### src/rtl/fifo_rd_ctrl_if.sv
// Handshake bundle between the FIFO read controller, the 16x8 FIFO and the downstream stream sink.
// master = controller side, slave = the FIFO plus the downstream consumer.
interface fifo_rd_ctrl_if #(
    parameter int WIDTH = 8
);
    logic             fifo_empty;
    logic [WIDTH-1:0] fifo_data_out;
    logic             fifo_rd_enb;
    logic [WIDTH-1:0] m_data;
    logic             m_valid;
    logic             m_ready;

    modport master (
        input  fifo_empty,
        input  fifo_data_out,
        input  m_ready,
        output fifo_rd_enb,
        output m_data,
        output m_valid
    );

    modport slave (
        output fifo_empty,
        output fifo_data_out,
        output m_ready,
        input  fifo_rd_enb,
        input  m_data,
        input  m_valid
    );
endinterface

### src/rtl/fifo_rd_ctrl.sv
// Consumer-side read controller: issues FIFO reads, captures returned words into a 2-entry skid buffer
// and presents them on a valid/ready stream. Optional FIFO_RD_CNT_EN adds a 16-bit pop counter (rd_count).
module fifo_rd_ctrl #(
    parameter int WIDTH = 8,
    parameter int SKID  = 2
) (
    input  logic           clk,
    input  logic           reset,
    input  logic           enable,
    fifo_rd_ctrl_if.master bus
`ifdef FIFO_RD_CNT_EN
    ,
    output logic [15:0]    rd_count
`endif
);

    typedef enum logic [1:0] {
        EMPTY = 2'd0,
        ONE   = 2'd1,
        TWO   = 2'd2
    } count_e;

    count_e           count_q, count_d;
    logic             inflight_q, inflight_d;
    logic             m_valid_q, m_valid_d;
    logic [WIDTH-1:0] entry0_q, entry0_d;
    logic [WIDTH-1:0] entry1_q, entry1_d;
    logic             pop;
    logic             rd_enb;
    logic [2:0]       occupancy;

    assign pop = m_valid_q & bus.m_ready;

    // Slots committed after this edge: buffered words plus the word on the bus, minus the one leaving.
    assign occupancy = {1'b0, count_q} + {2'b00, inflight_q} - {2'b00, pop};
    assign rd_enb    = ~reset & enable & ~bus.fifo_empty & (occupancy < 3'(SKID));

    assign bus.fifo_rd_enb = rd_enb;
    assign bus.m_valid     = m_valid_q;
    assign bus.m_data      = entry0_q;

    always_comb begin
        // NOTE: every next-state value gets a default first so no path through the case infers a latch.
        count_d    = count_q;
        entry0_d   = entry0_q;
        entry1_d   = entry1_q;
        inflight_d = rd_enb;

        unique case (count_q)
            EMPTY: begin
                if (inflight_q) begin
                    entry0_d = bus.fifo_data_out;
                    count_d  = ONE;
                end
            end
            ONE: begin
                if (pop && inflight_q) begin
                    entry0_d = bus.fifo_data_out;
                end else if (pop) begin
                    count_d = EMPTY;
                end else if (inflight_q) begin
                    entry1_d = bus.fifo_data_out;
                    count_d  = TWO;
                end
            end
            TWO: begin
                if (pop) begin
                    entry0_d = entry1_q;
                    count_d  = ONE;
                    if (inflight_q) begin
                        entry1_d = bus.fifo_data_out;
                        count_d  = TWO;
                    end
                end
            end
            default: count_d = EMPTY;
        endcase

        m_valid_d = (count_d != EMPTY);
    end

    // NOTE: the data entries are reset too, because m_data must read 0 straight out of reset.
    always_ff @(posedge clk or posedge reset) begin
        if (reset) begin
            count_q    <= EMPTY;
            inflight_q <= 1'b0;
            m_valid_q  <= 1'b0;
            entry0_q   <= '0;
            entry1_q   <= '0;
        end else begin
            // NOTE: non-blocking updates so every register samples pre-edge values regardless of order.
            count_q    <= count_d;
            inflight_q <= inflight_d;
            m_valid_q  <= m_valid_d;
            entry0_q   <= entry0_d;
            entry1_q   <= entry1_d;
        end
    end

`ifdef FIFO_RD_CNT_EN
    logic [15:0] rd_count_q;

    always_ff @(posedge clk or posedge reset) begin
        if (reset) begin
            rd_count_q <= '0;
        end else if (pop) begin
            rd_count_q <= rd_count_q + 16'd1;
        end
    end

    assign rd_count = rd_count_q;
`endif

    // The issue rule keeps a returning word from ever meeting a full buffer.
    capture_in_two_a : assert property (@(posedge clk) disable iff (reset)
        !(inflight_q && count_q == TWO));

endmodule

### src/flat_wrapper.sv
// flat-port wrapper written by rule: the top's interface ports become plain ports
module fifo_rd_ctrl_flat 
#(
    parameter int WIDTH = 8,
    parameter int SKID  = 2
)
  (clk, reset, enable, bus_fifo_empty, bus_fifo_data_out, bus_m_ready, bus_fifo_rd_enb, bus_m_data, bus_m_valid);
  fifo_rd_ctrl_if #(.WIDTH(WIDTH)) bus_i ();
  input  logic clk;
  input  logic reset;
  input  logic enable;
  input wire logic [$bits(bus_i.fifo_empty)-1:0] bus_fifo_empty;
  input wire logic [$bits(bus_i.fifo_data_out)-1:0] bus_fifo_data_out;
  input wire logic [$bits(bus_i.m_ready)-1:0] bus_m_ready;
  output wire logic [$bits(bus_i.fifo_rd_enb)-1:0] bus_fifo_rd_enb;
  output wire logic [$bits(bus_i.m_data)-1:0] bus_m_data;
  output wire logic [$bits(bus_i.m_valid)-1:0] bus_m_valid;
  assign bus_i.fifo_empty = bus_fifo_empty;
  assign bus_i.fifo_data_out = bus_fifo_data_out;
  assign bus_i.m_ready = bus_m_ready;
  assign bus_fifo_rd_enb = bus_i.fifo_rd_enb;
  assign bus_m_data = bus_i.m_data;
  assign bus_m_valid = bus_i.m_valid;
  fifo_rd_ctrl #(.WIDTH(WIDTH), .SKID(SKID)) u_core (.clk(clk), .reset(reset), .enable(enable), .bus(bus_i));
endmodule
### config.mk
export PLATFORM = sky130hd
export DESIGN_NAME = fifo_rd_ctrl_flat
export DESIGN_NICKNAME = d
export VERILOG_FILES = /design/src/rtl/fifo_rd_ctrl_if.sv /design/src/rtl/fifo_rd_ctrl.sv /design/src/flat_wrapper.sv
export SDC_FILE = /design/constraint.sdc
export NUM_CORES = 1
export LEC_CHECK = 0
export ABC_AREA = 1
export BUFFER_PORTS_ARGS = -buffer_cell sky130_fd_sc_hd__clkbuf_2
export CAP_MARGIN = 20
export CORE_MARGIN = 1
export CORE_UTILIZATION = 50
export DETAILED_ROUTE_END_ITERATION = 8
export GPL_ROUTABILITY_DRIVEN = 0
export PLACE_DENSITY_LB_ADDON = 0.2
export SETUP_SLACK_MARGIN = 0.1
export SYNTH_ARGS = -nofsm -noshare
export SYNTH_HDL_FRONTEND = slang
export SYNTH_SLANG_ARGS = --single-unit
### constraint.sdc
create_clock -name clk -period 4 [get_ports clk]
set_clock_uncertainty 0.2 [all_clocks]
set_input_delay 0.8 -clock clk [delete_from_list [all_inputs] [get_ports clk]]
set_output_delay 0.8 -clock clk [all_outputs]
set_load 0.02 [all_outputs]
==> flow_summary_export.csv <==
group,metric,value,unit
grt,grt_start_max_net_pins,21,
route,wl,1.900,mm
placed_design,dpl.hpwl,1.390,mm
grt,grt_pass1_wl,3.222,mm
die,dieArea,0.002161,sq mm
sta,setup_viol,0,
synth,synth_warnings,0,
sta,slew_violations,0,
critical_path,crit_arrival,2.31,ns
final_layout,drive_gt1_share,20.53,%
route,firstDrtPassIters,4,
grt,first_global_vias,774,
synth,ys_ff_latch,20,
die,io_pins,23,
sta,finalCritPeriodShare,82.75,%
critical_path,crit_required,3.00,ns
critical_path,critPathKind,"in -> out",
sta,fmax,0.3021,GHz
critical_path,worstPathMaxFanout,6,
synth,ys_types,14,
die,die_h,46.49,um
clock_tree,cts.repair.resized,0,
clock_tree,cts_tree,"yes",
critical_path,cp-start-kind,"primary input",
die,die_width,46.49,um
sta,tightest_slew,0.7344,ns
critical_path,cp-end-kind,"primary output",
clock_tree,cts_sinks,20,
placed_design,io_buffers,22,
route,drtAntennaViolNets,0,
synth,ys_seq_area_share,50.57,%
outcome,status,"complete, no violations",
synth,syn_nets,142,
pwr,max-vdd-ir-drop,0.3267,mV
clock_tree,cts-root-buf,"clkbuf_4",
grt,antenna_found_initial,0,
final_layout,final_nets,167,
final_layout,n_fill_cell,175,
final_layout,ff_latch_area,500.5,sq um
clock_tree,clock_latency,0.30,ns
sta,min_period,3.310,ns
synth,syn_area,989.7,sq um
sta,hold_viol_final,0,
clock_tree,h-tree-depth,1,
clock_tree,cts_buffers,3,
worst_hold_path,hold_class,"reg -> reg",
synth,synth_area_per_cell,7.732,sq um
clock_tree,path_clk_slew,0.11,ns
pwr,p_leak,0.6998,nW
pwr,p_per_area,643.4,mW/mm^2
final_layout,synthToLayoutAreaGrowth,15.68,%
route,dr.first_iter.drc_count,18,
grt,grt-ovfl-total,0,
grt,grt_util_all_layers,20.78,%
die,core,0.001783,sq mm
die,start_util,55.51,%
sta,relSlewSlack,50.99,%
final_layout,antenna_cells,0,
critical_path,rrSetupSlack,2.09,ns
synth,synth_cells,128,
final_layout,multi_input_area,454.2,sq um
clock_tree,cts.path.max_buffers,2,
sta,grt_setup_unrepaired,"no",
clock_tree,post_cts_buffers,0,
flow_run,max_cap_violations,0,
route,drc_errors,0,
clock_tree,hold_buffers,0,
route,viasPerCell,4.818,
route,routedWlPerCell,10.80,um
placed_design,pre_cts_ws,0.7025,ns
sta,layout_setup_ws,0.6901,ns
route,num_vias,848,
die,num_rows,15,
sta,final.setup.tns,0,ns
critical path, stage by stage:
cell and delay [ns]:
clkbuf_2 0.07, nand2_1 0.12, nor2_1 0.21, o21ai_0 0.15
fa_1 0.55, nand3_1 0.08, nor2_1 0.14, clkbuf_2 0.19
sequential cells by signal, indices dropped and copies added (netlist names):
register and cells:
u_core.entry1_q 8, u_core.count_q 2, u_core.inflight_q 1, u_core.bus.m_data 8
u_core.bus.m_valid 1
worst paths after layout:
path,from,cells after the start,endpoint
setup / recovery,bus_m_ready,8,bus_fifo_rd_enb
hold / removal,u_core.entry1_q[5]$_DFFE_PP0P_,2,u_core.entry1_q[5]$_DFFE_PP0P_
setup reg to reg,u_core.inflight_q$_DFF_PP0_,4,u_core.inflight_q$_DFF_PP0_
hold reg to reg,u_core.entry1_q[5]$_DFFE_PP0P_,2,u_core.entry1_q[5]$_DFFE_PP0P_
max in group asynchronous,reset,2,u_core.bus.m_data[1]$_DFFE_PP0P_
min in group asynchronous,reset,2,u_core.entry1_q[0]$_DFFE_PP0P_
where the power goes:
group / switching [mW] / leakage [nW] / total, mW / internal (mW)
combinational: 0.196 / 0.430 / 0.299 / 0.103
clock: 0.0602 / 0.0138 / 0.0953 / 0.0351
sequential: 0.0572 / 0.256 / 0.342 / 0.285
cell type report:
cell class | count | area share (%)
Inverter | 7 | 2.295
Multi-Input combinational cell | 99 | 39.67
Tap cell | 25 | 2.732
Timing Repair Buffer | 22 | 9.618
Clock buffer | 3 | 1.967
Sequential cell | 20 | 43.72
cells by family after synthesis:
logic type	after synthesis	synth area share, %
AOI/OAI and AO/OA	2	1.011
and+or+nand+nor	95	41.97
adders and majority gates	1	2.023
DFF	20	50.57
buffers and inverters	9	3.538
xor gates and xnor gates	1	0.8851
layer usage:
layer,global-route usage [%],share of wire [%],vias up
li1,-,-,449
met1,29.61,50,368
met2,31.39,44,27
met3,3.529,4.2,4
met4,7.059,1.5,0
met5,0,0,-
through the flow:
stage	cells	utilization [%]	area (sq um)	total power [mW]	hold WS, ns
final	176	64.21	1145	0.7366	0.2877
after global routing	176	64.21	1145	0.7982	0.3159
after CTS	176	64.21	1145	0.7410	0.2877
after detailed placement	173	62.95	1122	0.6478	0.2626
after global placement	173	62.95	1122	0.6373	0.2538
after floorplan	128	-	989.7	0.5582	0.2422
placed cells by master (no fill, tap or decap):
| cell | synthesis | layout |
|---|---|---|
| nand2_2 | 1 | 1 |
| o21ai_0 | 2 | 2 |
| nand3_1 | 21 | 21 |
| nor2_1 | 7 | 7 |
| nor2_4 | 1 | 1 |
| clkbuf_2 | 0 | 22 |
| dfrtp_1 | 20 | 20 |
| inv_2 | 1 | 1 |
| clkbuf_4 | 0 | 3 |
| inv_1 | 6 | 6 |
| xor2_1 | 1 | 1 |
| nand2_1 | 62 | 62 |
| fa_1 | 1 | 1 |
| nand2_4 | 3 | 3 |
cells in the mapped netlist:
cell type | n | share of area [%]
inv_1 | 6 | 2.3
nand2_1 | 62 | 24
nand2_2 | 1 | 0.63
nor2_1 | 7 | 2.7
nand2_4 | 3 | 3.4
nand3_1 | 21 | 11
clkbuf_1 | 1 | 0.38
nor2_4 | 1 | 1.1
o21ai_0 | 2 | 1.0
dfrtp_1 | 20 | 51
buf_2 | 1 | 0.51
xor2_1 | 1 | 0.89
fa_1 | 1 | 2.0
inv_2 | 1 | 0.38
No activity file was read; power rests on OpenSTA's default activity.
